===== src/rtl/crc8_msg_framer_if.sv =====
// Stream-in / message-out bundle for the CRC-8 message framer.
interface crc8_msg_framer_if #(
  parameter int DATA_BYTES = 8,
  parameter int CNT_W      = 16
);
  logic [7:0]              s_data;
  logic                    s_valid;
  logic                    s_last;
  logic                    s_ready;
  logic                    chk_mode;
  logic [8*DATA_BYTES+7:0] M;
  logic                    m_valid;
  logic                    frm_err;
  logic [CNT_W-1:0]        frame_cnt;
  logic [CNT_W-1:0]        err_cnt;

  // Byte source / message sink side
  modport master (
    output s_data, s_valid, s_last, chk_mode,
    input  s_ready, M, m_valid, frm_err, frame_cnt, err_cnt
  );

  // Framer side
  modport slave (
    input  s_data, s_valid, s_last, chk_mode,
    output s_ready, M, m_valid, frm_err, frame_cnt, err_cnt
  );
endinterface


===== src/rtl/crc8_msg_framer.sv =====
// Collects a byte stream into one {data, crc_field} message word for the
// CRC-8 core. Malformed (short/long) frames are dropped and counted.
module crc8_msg_framer #(
  parameter int DATA_BYTES = 8,
  parameter int CNT_W      = 16
) (
  input  logic               clk,
  input  logic               rst,   // active-low, asynchronous
  crc8_msg_framer_if.slave   bus
);
  localparam int MW    = 8*DATA_BYTES + 8;
  localparam int IDX_W = $clog2(DATA_BYTES);
  localparam logic [IDX_W-1:0] LAST_IDX = IDX_W'(DATA_BYTES-1);

  typedef enum logic [2:0] {IDLE, DATA, CRCB, DROP, ERR} state_t;

  state_t                  state_q, state_d;
  logic [IDX_W-1:0]        idx_q, idx_d;
  logic                    mode_q;
  logic [8*DATA_BYTES-1:0] shadow_q;
  logic [MW-1:0]           m_q, m_d;
  logic                    m_valid_q;
  logic [CNT_W-1:0]        frame_cnt_q, err_cnt_q;
  logic                    s_ready, acc, emit, err_start;
  logic [IDX_W-1:0]        wr_idx;

  // State register
  always_ff @(posedge clk or negedge rst) begin
    if (!rst) begin
      state_q <= IDLE;
      idx_q   <= '0;
    end else begin
      state_q <= state_d;
      idx_q   <= idx_d;
    end
  end

  // Next-state: frame length is checked against the latched mode
  always_comb begin
    state_d = state_q;
    idx_d   = idx_q;
    case (state_q)
      IDLE: if (acc) begin
        idx_d   = IDX_W'(1);
        state_d = bus.s_last ? ERR : DATA;
      end
      DATA: if (acc) begin
        if (idx_q != LAST_IDX) begin
          if (bus.s_last) state_d = ERR;
          else            idx_d   = idx_q + IDX_W'(1);
        end else if (!mode_q) begin
          state_d = bus.s_last ? IDLE : DROP;
        end else begin
          state_d = bus.s_last ? ERR : CRCB;
        end
      end
      CRCB: if (acc) state_d = bus.s_last ? IDLE : DROP;
      DROP: if (acc && bus.s_last) state_d = ERR;
      ERR:  state_d = IDLE;
      default: state_d = IDLE;
    endcase
  end

  // Outputs: handshake, emit/error strobes and the message to be written
  always_comb begin
    s_ready   = rst && (state_q != ERR);
    acc       = bus.s_valid && s_ready;
    emit      = acc && bus.s_last &&
                ((state_q == DATA && idx_q == LAST_IDX && !mode_q) || state_q == CRCB);
    err_start = acc && (state_d == ERR);
    wr_idx    = (state_q == IDLE) ? '0 : idx_q;
    // Final byte is folded in directly so emit needs no extra cycle
    m_d       = (state_q == CRCB) ? {shadow_q, bus.s_data}
                                  : {shadow_q[8*DATA_BYTES-1:8], bus.s_data, 8'h00};
  end

  // Datapath: shadow assembly, mode latch, message and counters
  always_ff @(posedge clk or negedge rst) begin
    if (!rst) begin
      mode_q      <= 1'b0;
      shadow_q    <= '0;
      m_q         <= '0;
      m_valid_q   <= 1'b0;
      frame_cnt_q <= '0;
      err_cnt_q   <= '0;
    end else begin
      if (acc && state_q == IDLE) mode_q <= bus.chk_mode;
      for (int i = 0; i < DATA_BYTES; i++)
        if (acc && (state_q == IDLE || state_q == DATA) && wr_idx == IDX_W'(i))
          shadow_q[8*(DATA_BYTES-1-i) +: 8] <= bus.s_data;
      m_valid_q <= emit;
      if (emit) m_q <= m_d;
      if (emit && frame_cnt_q != '1) frame_cnt_q <= frame_cnt_q + CNT_W'(1);
      if (err_start && err_cnt_q != '1) err_cnt_q <= err_cnt_q + CNT_W'(1);
    end
  end

  assign bus.s_ready   = s_ready;
  assign bus.M         = m_q;
  assign bus.m_valid   = m_valid_q;
  assign bus.frm_err   = (state_q == ERR);
  assign bus.frame_cnt = frame_cnt_q;
  assign bus.err_cnt   = err_cnt_q;
endmodule


===== src/flat_wrapper.sv =====
// flat-port wrapper written by rule: the top's interface ports become plain ports
module crc8_msg_framer_flat 
#(
  parameter int DATA_BYTES = 8,
  parameter int CNT_W      = 16
)
  (clk, rst, bus_s_data, bus_s_valid, bus_s_last, bus_chk_mode, bus_s_ready, bus_M, bus_m_valid, bus_frm_err, bus_frame_cnt, bus_err_cnt);
  crc8_msg_framer_if #(.DATA_BYTES(DATA_BYTES), .CNT_W(CNT_W)) bus_i ();
  input  logic clk;
  input  logic rst;
  input wire logic [$bits(bus_i.s_data)-1:0] bus_s_data;
  input wire logic [$bits(bus_i.s_valid)-1:0] bus_s_valid;
  input wire logic [$bits(bus_i.s_last)-1:0] bus_s_last;
  input wire logic [$bits(bus_i.chk_mode)-1:0] bus_chk_mode;
  output wire logic [$bits(bus_i.s_ready)-1:0] bus_s_ready;
  output wire logic [$bits(bus_i.M)-1:0] bus_M;
  output wire logic [$bits(bus_i.m_valid)-1:0] bus_m_valid;
  output wire logic [$bits(bus_i.frm_err)-1:0] bus_frm_err;
  output wire logic [$bits(bus_i.frame_cnt)-1:0] bus_frame_cnt;
  output wire logic [$bits(bus_i.err_cnt)-1:0] bus_err_cnt;
  assign bus_i.s_data = bus_s_data;
  assign bus_i.s_valid = bus_s_valid;
  assign bus_i.s_last = bus_s_last;
  assign bus_i.chk_mode = bus_chk_mode;
  assign bus_s_ready = bus_i.s_ready;
  assign bus_M = bus_i.M;
  assign bus_m_valid = bus_i.m_valid;
  assign bus_frm_err = bus_i.frm_err;
  assign bus_frame_cnt = bus_i.frame_cnt;
  assign bus_err_cnt = bus_i.err_cnt;
  crc8_msg_framer #(.DATA_BYTES(DATA_BYTES), .CNT_W(CNT_W)) u_core (.clk(clk), .rst(rst), .bus(bus_i));
endmodule

===== config.mk =====
export PLATFORM = sky130hd
export DESIGN_NAME = crc8_msg_framer_flat
export DESIGN_NICKNAME = d
export VERILOG_FILES = /design/src/rtl/crc8_msg_framer_if.sv /design/src/rtl/crc8_msg_framer.sv /design/src/flat_wrapper.sv
export SDC_FILE = /design/constraint.sdc
export NUM_CORES = 1
export LEC_CHECK = 0
export ABC_AREA = 1
export CAP_MARGIN = 20
export CORE_MARGIN = 2
export CORE_UTILIZATION = 60
export CTS_BUF_LIST = sky130_fd_sc_hd__clkbuf_8
export CTS_CLUSTER_SIZE = 20
export DETAILED_ROUTE_END_ITERATION = 8
export PLACE_DENSITY = 0.92
export SYNTH_ARGS = -nofsm -noshare
export SYNTH_HDL_FRONTEND = slang
export SYNTH_SLANG_ARGS = --single-unit
export TNS_END_PERCENT = 100

===== constraint.sdc =====
create_clock -name clk -period 2.83 [get_ports clk]
set_input_delay 0.4245 -clock clk [delete_from_list [all_inputs] [get_ports clk]]
set_output_delay 0.4245 -clock clk [all_outputs]
set_load 0.005 [all_outputs]

* After elaboration in Yosys (flattened, before gate mapping)
Cells that the tools add are included.
** Operators by class
- $add $sub $neg :: 3
- Equal/unequal tests :: 21
- Multiplexer cells :: 18
- Reductions and logical operators :: 26
** Operators with widths (number)
- 3-bit 2-to-1 mux :: 14
- 16-bit by 1-bit adder with 16-bit output, second input constant :: 2
- 16-bit != test, second input constant :: 2
- 3-bit == test, second input constant :: 7
- 1-bit logical AND :: 19
- 16-bit 2-to-1 mux :: 1
- 3-bit by 2-bit == test with 1-bit output, second input constant :: 4
- 3-bit case mux with 4 select lines :: 1
- 3-bit by 1-bit == test with 1-bit output, second input constant :: 2
- 3-bit logical NOT :: 2
- 2-bit by 1-bit != test with 1-bit output, second input constant :: 3
- 3-bit != test, second input constant :: 2
- 3-bit case mux with 2 select lines :: 1
- 5-bit AND reduction :: 1
- 3-bit by 1-bit adder with 3-bit output, second input constant :: 1
- 1-bit logical OR :: 2
- 2-bit 2-to-1 mux :: 1
- 2-bit != test, second input constant :: 1
- 2-bit nonzero test :: 1
- 1-bit logical NOT :: 1
** Storage, ports and cells
- Bits in registers :: 176
- Input bits :: 13
- Output and inout port bits :: 107

* Logic depth before layout (Yosys ltp)
Gate-level depths: netlist (run 1).
- Depth in word-level cells :: 9
- Gate-level depth with buffers :: 10
- Mapped depth without buffers :: 9

* Least setup slack after synthesis (run 1)
OpenSTA, ideal clock, no wires.
- Kind :: register to register
- From :: register u_core.frame_cnt_q[0] (netlist: u_core.bus.frame_cnt[0])
- To :: register u_core.frame_cnt_q[15] (netlist: u_core.bus.frame_cnt[15])
- Setup time :: 0.117 ns
- Arrival time :: 1.530 ns
- Path slack :: 1.183 ns
- Stages on the path, launching flop included :: 10
- Path buffers :: 1
- Clock period less this slack :: 1.647 ns
- Cells stage by stage :: dfrtp_1 -> ha_1 -> nand3_1 -> nor2_1 -> nand3_1 -> nor2_1 -> nor2_8 -> buf_6 -> nand2_1 -> nand2_1
** Between the ends
- Word-level cells in the longest chain between the ends :: 2
- Elaborated cells on any way between the ends :: 3
- Those cells by class :: add/sub: 1; eq/ne: 1; reduce/logical: 1
** Ends and longest elaborated chain
- start, declared :: line crc8_msg_framer.sv:23 : logic [CNT_W-1:0] frame_cnt_q, err_cnt_q;
- start signal, assigned :: line crc8_msg_framer.sv:93 : if (emit && frame_cnt_q != '1) frame_cnt_q <= frame_cnt_q + CNT_W'(1);
- parallel branches: the longest is 2 deep, another holds 16-bit by 1-bit adder with 16-bit output
Several ways; the timed one is not identified.
A chain may end at the register's enable or synchronous reset.

* Final worst setup path (run 1)
- From :: input port rst
- To :: output port bus_s_ready
** Between the ends
- Word-level cells in the longest chain between the ends :: 1
** Ends and longest elaborated chain
- start, declared :: line flat_wrapper.sv:10 : input logic rst;
- 1-bit logical AND :: line crc8_msg_framer.sv:66 : s_ready = rst && (state_q != ERR);
- end, declared :: line flat_wrapper.sv:15 : output wire logic [$bits(bus_i.s_ready)-1:0] bus_s_ready;
Every way passes these cells.

==> flow_summary.rst, run 1 <==
.. list-table::
   :header-rows: 1

   * - Metric
     - Value
   * - Worst-path fanout max
     - 37
   * - Top layer in use
     - met4
   * - Largest net degree at the start of global routing
     - 83
   * - Multi-input gate area in the final layout
     - ~2900 sq um
   * - Number of routed nets with antenna violations
     - 0
   * - CP startpoint kind
     - input port
   * - Fraction of power consumed by combinational cells
     - between 15 and 20%
   * - Final weighted congestion in routability-driven placement
     - ~0.9
   * - Via/cell ratio
     - roughly 5.4
   * - Number of rows in the core area
     - 41
   * - Detail Placement HPWL
     - about 12000 microns
   * - Number of maximum-capacitance constraint violations
     - 0
   * - Number of enable flip-flop cells after synthesis
     - 0
   * - Peak VDD IR
     - around 0.47 mV
   * - I/O pin cnt
     - 120
   * - Post-synthesis net count
     - roughly 910
   * - CTS Buf Count
     - 17
   * - Most frequent cells after synthesis
     - nand2_1 (423), dfrtp_1 (176), o21ai_0 (93)
   * - Total Routing Usage GR
     - approximately 28%
   * - Minimum period implied by the final worst setup slack
     - 2620 ps
   * - Cell count after synthesis
     - about 900
   * - Nets
     - slightly above 1000
   * - Antenna diodes
     - 0
   * - Total setup buffers inserted after CTS
     - 0
   * - Core outline area
     - about 12000 sq um
   * - First-pass GRT wire length
     - 29000 microns
   * - Clock latency at the later pin of the worst-skew pair
     - approximately 460 ps
   * - FF/Latch Area
     - 4400 sq um
   * - Sequential share of power
     - between 50% and 60%
   * - Unique masters post-synth
     - 27
   * - Final clock period utilization by the worst path
     - roughly 92%
   * - RSZ-0062 raised after global routing
     - false
   * - Cell types occupying the most area after synthesis
     - dfrtp_1 (58%), nand2_1 (21%), o21ai_0 (6.1%)
   * - Clock buffer depth
     - 2
   * - Grt ovf
     - 0
   * - Least-Margin Pin Slew
     - 989 ps
   * - Number of antenna violations at the first check in global routing
     - 0
   * - Register bit count reported by yosys
     - around 180
   * - Proportion of synthesized chip area in sequential cells
     - 58.1%
   * - Slew margin rel.
     - between 30% and 40%
   * - Number of global-route vias before repair
     - roughly 6000
   * - Critical path data required time
     - approximately 2400 ps
   * - DRC violation total after the first TritonRoute iteration
     - 702
   * - Reg clk slew, reported paths
     - roughly 90 ps
   * - Final wirelength
     - 18000 microns
   * - DR pass1 iterations
     - 7
   * - Asr flop ratio synth
     - 100%
   * - Clock root buffer
     - clkbuf_8
   * - CP max stage cell
     - clkdlybuf4s50_1
   * - Fraction of synthesized cell area taken by the top area cell type
     - between 50% and 60%
   * - Post_cts resized
     - 0
   * - Top FF cell, synth
     - dfrtp_1
   * - P_leak
     - 4.61 nW
   * - Critical Path Max Stage Delay
     - 580 ps
   * - Number of H-tree levels
     - 4
   * - P_sw
     - roughly 0.0018 W
   * - Final core utilization
     - about 74%
   * - Wire length on met2
     - about 9000 microns
   * - Length of routed met3 wiring
     - around 1100 microns
   * - List of cells traversed by the critical path
     - dlygate4sd3_1 -> buf_6 -> inv_1 -> a21oi_1 -> clkdlybuf4s50_1
   * - Count of synthesis-stage warnings from yosys
     - 0
   * - Post-CTS Hold Buffers
     - 1
   * - Int Pwr
     - ~0.0043 W
   * - Cell with the most instances after synthesis
     - nand2_1
   * - X dimension of the die
     - 116 microns
   * - Arrival time of data at the critical path endpoint
     - between 2000 and 2500 ps
   * - Cell taking the most area after synthesis
     - dfrtp_1
   * - Residual DRC
     - 0
   * - Critical Path End Type
     - output port
   * - Area growth from synthesis to layout
     - 22.5%
   * - Number of setup violations in the final report
     - 0
   * - Number of endpoints with negative hold slack in the final report
     - 0
   * - Fin Clk Skew
     - roughly 12 ps
   * - Vias after detailed routing
     - between 6000 and 7000
   * - Effective utilization at floorplan
     - between 60% and 70%
   * - Maximum operating frequency
     - roughly 0.38 GHz
   * - Setup TNS
     - 0 ps
   * - Routed len/inst
     - 15.0 microns
   * - Portion of total power attributed to the clock network
     - 28.9%
   * - Number of sinks on the clock net
     - 176
   * - Run status
     - finished clean
   * - Pwr dens
     - 650 nW/um^2
   * - Switching power share of the total
     - 29.4%
   * - Total of fill cells in the finished design
     - between 800 and 900
   * - Final Max Tran Viols
     - 0
   * - CP Class
     - in -> out
   * - IO Port Bufs
     - about 120
   * - Met1 WL
     - 7450 microns
   * - Minimum setup slack among reg-to-reg paths
     - slightly above 800 ps
   * - Fraction of layout cells with a size suffix above 1
     - about 4.7%
   * - Die ar.
     - 13500 sq um
   * - Average cell area after synthesis
     - around 8.5 sq um
   * - CTS tree
     - built
   * - Height of the die
     - roughly 120 microns
   * - Cell area after technology mapping
     - about 7600 sq um
   * - Worst hold-check path type
     - in -> async
## flip-flops by register name, summed over array words and instances (netlist names)
register and flops:
u_core.bus.m_valid 1, u_core.shadow_q 64, u_core.bus.M 72, u_core.mode_q 1, u_core.idx_q 3, u_core.state_q 3, u_core.bus.err_cnt 16, u_core.bus.frame_cnt 16
## metrics by stage
stage | hold WS [ps] | cell area, sq um | cells | power [W] | worst slack (ps)
finish | 410 | 9280 | 1197 | 0.00604 | 215
global route | 444 | 9280 | 1197 | 0.00636 | 76.0
CTS | 414 | 9280 | 1197 | 0.00604 | 183
detailed placement | 345 | 8870 | 1165 | 0.00431 | 575
global placement | 338 | 8870 | 1165 | 0.00423 | 675
floorplan | 129 | 7580 | 896 | 0.00383 | 1180
## layout make-up
type                            count  share of cell area, %
Tap cell                          172                   2.32
Timing Repair Buffer              126                   13.4
Clock buffer                       19                   2.82
Clock inverter                     12                   1.46
Inverter                           43                   1.74
Sequential cell                   176                   47.5
Multi-Input combinational cell    649                   30.8
## layer usage
| layer | up-vias | GRT usage [%] |
|---|---|---|
| met4 | 0 | 11.0 |
| li1 | 3077 | - |
| met5 | - | 0 |
| met2 | 234 | 44.0 |
| met3 | 40 | 5.76 |
| met1 | 3159 | 38.2 |
## path summary, 6_finish.rpt
kind	from	to	cells past startpoint
hold reg to reg	u_core.shadow_q[15]$_DFFE_PN0P_	u_core.bus.M[23]$_DFFE_PN0P_	2
setup reg to reg	u_core.idx_q[0]$_DFFE_PN0P_	u_core.bus.M[13]$_DFFE_PN0P_	9
min in group clk	u_core.shadow_q[15]$_DFFE_PN0P_	u_core.bus.M[23]$_DFFE_PN0P_	2
setup / recovery	rst	bus_s_ready	5
hold / removal	rst	u_core.bus.err_cnt[4]$_DFFE_PN0P_	2
max in group asynchronous	rst	u_core.bus.M[54]$_DFFE_PN0P_	3
## critical path: cells and delay by family
kind                   cells  cell delay, ps
buffers and inverters      4            1500
AOI/OAI and AO/OA          1             250
## logic make-up (layout without fill, tap and decap cells)
family                     after synthesis  after routing  synth area share (%)
and+or+nand+nor                        529            529                  28.5
DFF                                    176            176                  58.1
AOI/OAI and AO/OA                      100            100                  6.64
buffers and inverters                   71            200                  4.21
xor gates and xnor gates                16             16                  1.85
adders and majority gates                4              4                 0.661
## power by group through the flow
stage          clock network, W  logic [W]  registers [W]
2_1_floorplan                 0   0.000552        0.00327
3_3_place_gp                  0   0.000900        0.00333
3_5_place_dp                  0   0.000963        0.00335
4_1_cts                 0.00174   0.000986        0.00331
5_1_grt                 0.00185    0.00113        0.00337
6_report                0.00174   0.000978        0.00332
## cell usage in the layout, fill, tap and decap left out, drive strengths merged
cell / synthesis / layout
a21oi: 5 / 5
buf: 18 / 7
bufinv: 0 / 2
clkbuf: 10 / 19
clkdlybuf4s50: 0 / 118
clkinv: 0 / 4
clkinvlp: 0 / 2
dfrtp: 176 / 176
dlygate4sd3: 0 / 1
ha: 4 / 4
inv: 43 / 47
nand2: 423 / 423
nand3: 30 / 30
nand3b: 2 / 2
nand4: 21 / 21
nor2: 47 / 47
nor3: 4 / 4
nor3b: 1 / 1
o21a: 1 / 1
o21ai: 94 / 94
or2: 1 / 1
xnor2: 6 / 6
xor2: 10 / 10
(Power assumes the default switching activity.)
==> inputs of run 2 (changes only) <==
--- a/config.mk
+++ b/config.mk
@@ -8,11 +8,12 @@
 export ABC_AREA = 1
 export CAP_MARGIN = 20
 export CORE_MARGIN = 2
-export CORE_UTILIZATION = 60
+export CORE_UTILIZATION = 50
 export CTS_BUF_LIST = sky130_fd_sc_hd__clkbuf_8
 export CTS_CLUSTER_SIZE = 20
 export DETAILED_ROUTE_END_ITERATION = 8
-export PLACE_DENSITY = 0.92
+export GPL_ROUTABILITY_DRIVEN = 0
+export PLACE_DENSITY = 0.82
 export SYNTH_ARGS = -nofsm -noshare
 export SYNTH_HDL_FRONTEND = slang
 export SYNTH_SLANG_ARGS = --single-unit
==> constraint.sdc (replaced) <==
create_clock -name clk -period 2.15 [get_ports clk]
set_input_delay 0.3225 -clock clk [delete_from_list [all_inputs] [get_ports clk]]
set_output_delay 0.3225 -clock clk [all_outputs]
set_load 0.005 [all_outputs]
==> flow_summary.rst, run 2 (same netlist as run 1, synthesis figures left out) <==
.. list-table::
   :header-rows: 1

   * - Metric
     - Value
   * - Run status
     - complete, but fails checks (was finished clean)
   * - Failing checks
     - negative hold slack
   * - Via/cell ratio
     - 5.17 (was 5.44)
   * - Arrival time of data at the critical path endpoint
     - 1720 ps (was 2190 ps)
   * - Capture point of the worst reg-to-reg path
     - u_core.bus.M[33]$_DFFE_PN0P_ (was u_core.bus.M[13]$_DFFE_PN0P_)
   * - Largest net degree at the start of global routing
     - 127 (was 83)
   * - Final core utilization
     - 64.3% (was 74.5%)
   * - Fin Clk Skew
     - 12.1 ps (was 11.8 ps)
   * - Placed insts
     - 1186 (was 1165)
   * - Grt ovf
     - 0 (unchanged)
   * - CP Class
     - reg -> out (was in -> out)
   * - Sequential share of power
     - 54.5% (was 54.9%)
   * - Placement Setup Slack
     - -38.7 ps (was 575 ps)
   * - Switching power share of the total
     - 29.5% (was 29.4%)
   * - CP max stage cell
     - clkdlybuf4s50_1 (unchanged)
   * - Core outline area
     - 14600 sq um (was 12500 sq um)
   * - Number of H-tree levels
     - 4 (unchanged)
   * - X dimension of the die
     - 127 microns (was 116 microns)
   * - Max FFs per register
     - 72 (unchanged)
   * - Critical Path End Type
     - output port (unchanged)
   * - List of cells traversed by the critical path
     - nor2_2 -> nand2_1 -> inv_1 -> clkdlybuf4s50_1 (was dlygate4sd3_1 -> buf_6 -> inv_1 -> a21oi_1 -> clkdlybuf4s50_1)
   * - Number of maximum-capacitance constraint violations
     - 0 (unchanged)
   * - Clock latency at the later pin of the worst-skew pair
     - 460 ps (about the same)
   * - Area growth from synthesis to layout
     - 24.3% (was 22.5%)
   * - Number of standard cells in the final layout excluding fillers
     - 1219 (was 1197)
   * - Commonest cells after routing, fill and taps aside
     - nand2_1 (421), dfrtp_1 (175), clkdlybuf4s50_1 (118) (was nand2_1 (422), dfrtp_1 (176), clkdlybuf4s50_1 (118))
   * - Number of routed nets with antenna violations
     - 0 (unchanged)
   * - CP startpoint kind
     - flip-flop (was input port)
   * - Total Routing Usage GR
     - 22.9% (was 27.8%)
   * - Routed len/inst
     - 14.5 microns (was 15.0 microns)
   * - DRC violation total after the first TritonRoute iteration
     - 604 (was 702)
   * - Number of setup violations in the final report
     - 0 (unchanged)
   * - DR pass1 iterations
     - 5 (was 7)
   * - Nets
     - 1039 (was 1030)
   * - Critical path data required time
     - 1830 ps (was 2410 ps)
   * - Worst hold-check path type
     - in -> async (unchanged)
   * - Detail Placement HPWL
     - 11500 microns (was 11800 microns)
   * - Minimum period implied by the final worst setup slack
     - 2040 ps
   * - Worst reg2reg path depth
     - 9 (unchanged)
   * - Commonest non-fill, non-tap cell in the layout
     - nand2_1 (unchanged)
   * - Smallest setup slack after layout
     - 106 ps (was 215 ps)
   * - Peak VDD IR
     - 0.513 mV (was 0.472 mV)
   * - Critical Path Max Stage Delay
     - 490 ps (was 580 ps)
   * - Residual DRC
     - 0 (unchanged)
   * - Least-Margin Pin Slew
     - 712 ps (was 989 ps)
   * - CTS Buf Count
     - 17 (unchanged)
   * - I/O pin cnt
     - 120 (unchanged)
   * - P_sw
     - 0.00235 W (was 0.00178 W)
   * - Height of the die
     - 127 microns (was 116 microns)
   * - Startpoint of the worst register-to-register path
     - u_core.idx_q[0]$_DFFE_PN0P_ (unchanged)
   * - Number of antenna violations at the first check in global routing
     - 0 (unchanged)
   * - Total of fill cells in the finished design
     - 1247 (was 839)
   * - First-pass GRT wire length
     - 29400 microns (was 29000 microns)
   * - Vias after detailed routing
     - 6308 (was 6510)
   * - Final wirelength
     - 17700 microns (was 18000 microns)
   * - Reg clk slew, reported paths
     - 90 ps (about the same)
   * - Effective utilization at floorplan
     - 51.7% (was 60.8%)
   * - Final clock period utilization by the worst path
     - between 90% and 100%
   * - Number of endpoints with negative hold slack in the final report
     - 33 (was 0)
   * - Antenna diodes
     - 0 (unchanged)
   * - Int Pwr
     - 0.00563 W (was 0.00426 W)
   * - Number of global-route vias before repair
     - 5864 (was 5975)
   * - Pwr dens
     - 847 nW/um^2 (was 650 nW/um^2)
   * - Multi-input gate area in the final layout
     - 2870 sq um (was 2860 sq um)
   * - Worst hold slack across all endpoints
     - -75.5 ps (was 410 ps)
   * - P_leak
     - 4.66 nW (was 4.61 nW)
   * - Portion of total power attributed to the clock network
     - 29.2% (was 28.9%)
   * - Worst-path fanout max
     - 4 (was 37)
   * - Fraction of power consumed by combinational cells
     - 16.3% (was 16.2%)
   * - Clock buffer depth
     - 2 (unchanged)
   * - IO Port Bufs
     - 119 (unchanged)
   * - Maximum operating frequency
     - 0.489 GHz
   * - CTS tree
     - built (unchanged)
   * - Number of rows in the core area
     - 44 (was 41)
   * - Slew margin rel.
     - 52.5% (was 34.1%)
   * - FF/Latch Area
     - 4410 sq um (was 4400 sq um)
   * - Die ar.
     - 16200 sq um (was 13500 sq um)
   * - Clock root buffer
     - clkbuf_8 (unchanged)
   * - Number of sinks on the clock net
     - 176 (unchanged)
   * - Fraction of layout cells with a size suffix above 1
     - 6.09% (was 4.68%)
   * - Post-CTS Hold Buffers
     - 0 (was 1)
   * - Final Max Tran Viols
     - 0 (unchanged)
   * - Minimum setup slack among reg-to-reg paths
     - 170 ps (was 830 ps)
## run 2: cell type report
class | instances | area share, %
flip-flops and latches | 176 | 46.8
multi-input cells | 649 | 30.4
clock inverters | 14 | 1.65
clock buffers | 18 | 2.63
inverters | 43 | 1.71
repair buffers | 135 | 14.3
well taps | 184 | 2.45
## run 2: worst max path at each step
stage,to,slack (ps),start,cells after the start
6_report,bus_frm_err,110,u_core.state_q[1]$_DFF_PN0_,4
5_1_grt,bus_frm_err,-0.6,u_core.state_q[1]$_DFF_PN0_,4
4_1_cts,bus_s_ready,6,u_core.state_q[2]$_DFF_PN0_,2
3_5_place_dp,u_core.bus.frame_cnt[7]$_DFFE_PN0P_,-40,bus_s_valid,8
3_3_place_gp,u_core.bus.frame_cnt[0]$_DFFE_PN0P_,60,bus_s_valid,8
2_1_floorplan,u_core.bus.frame_cnt[15]$_DFFE_PN0P_,500,u_core.bus.frame_cnt[0]$_DFFE_PN0P_,9
## run 2: what timing repair did
| item | in CTS | in global routing |
|---|---|---|
| setup buffers | 0 | 1 |
| resized for setup | 0 | 4 |
| setup endpoints to repair | 0 | 15 |
## run 2: routing by layer
layer	global-route usage, %	wire (microns)
met2	36.5	8400
met5	0	0
met1	31.8	8150
met4	7.69	290
met3	4.48	827
## run 2: power by group through the flow
stage | Sequential (W) | Combinational [W] | Clock, W
finish | 0.00435 | 0.00130 | 0.00233
global route | 0.00443 | 0.00149 | 0.00250
CTS | 0.00434 | 0.00129 | 0.00236
detailed placement | 0.00440 | 0.00128 | 0
global placement | 0.00438 | 0.00122 | 0
floorplan | 0.00431 | 0.000727 | 0
## run 2: critical path: cells and delay by family (launching register included)
family | cells | cell delay [ps]
simple gates | 2 | 240
flops | 1 | 450
buf+inv | 2 | 570
## run 2: per-stage QoR
stage                     hold slack, ps  cell area, sq um  TNS, ps  power [W]
final                              -75.5              9420        0    0.00798
after global placement               450              8990        0    0.00560
after detailed placement             455              8990     -284    0.00568
after floorplan                     26.9              7580        0    0.00504
after CTS                           8.94              9400        0    0.00799
after global routing                19.9              9420   -0.555    0.00842
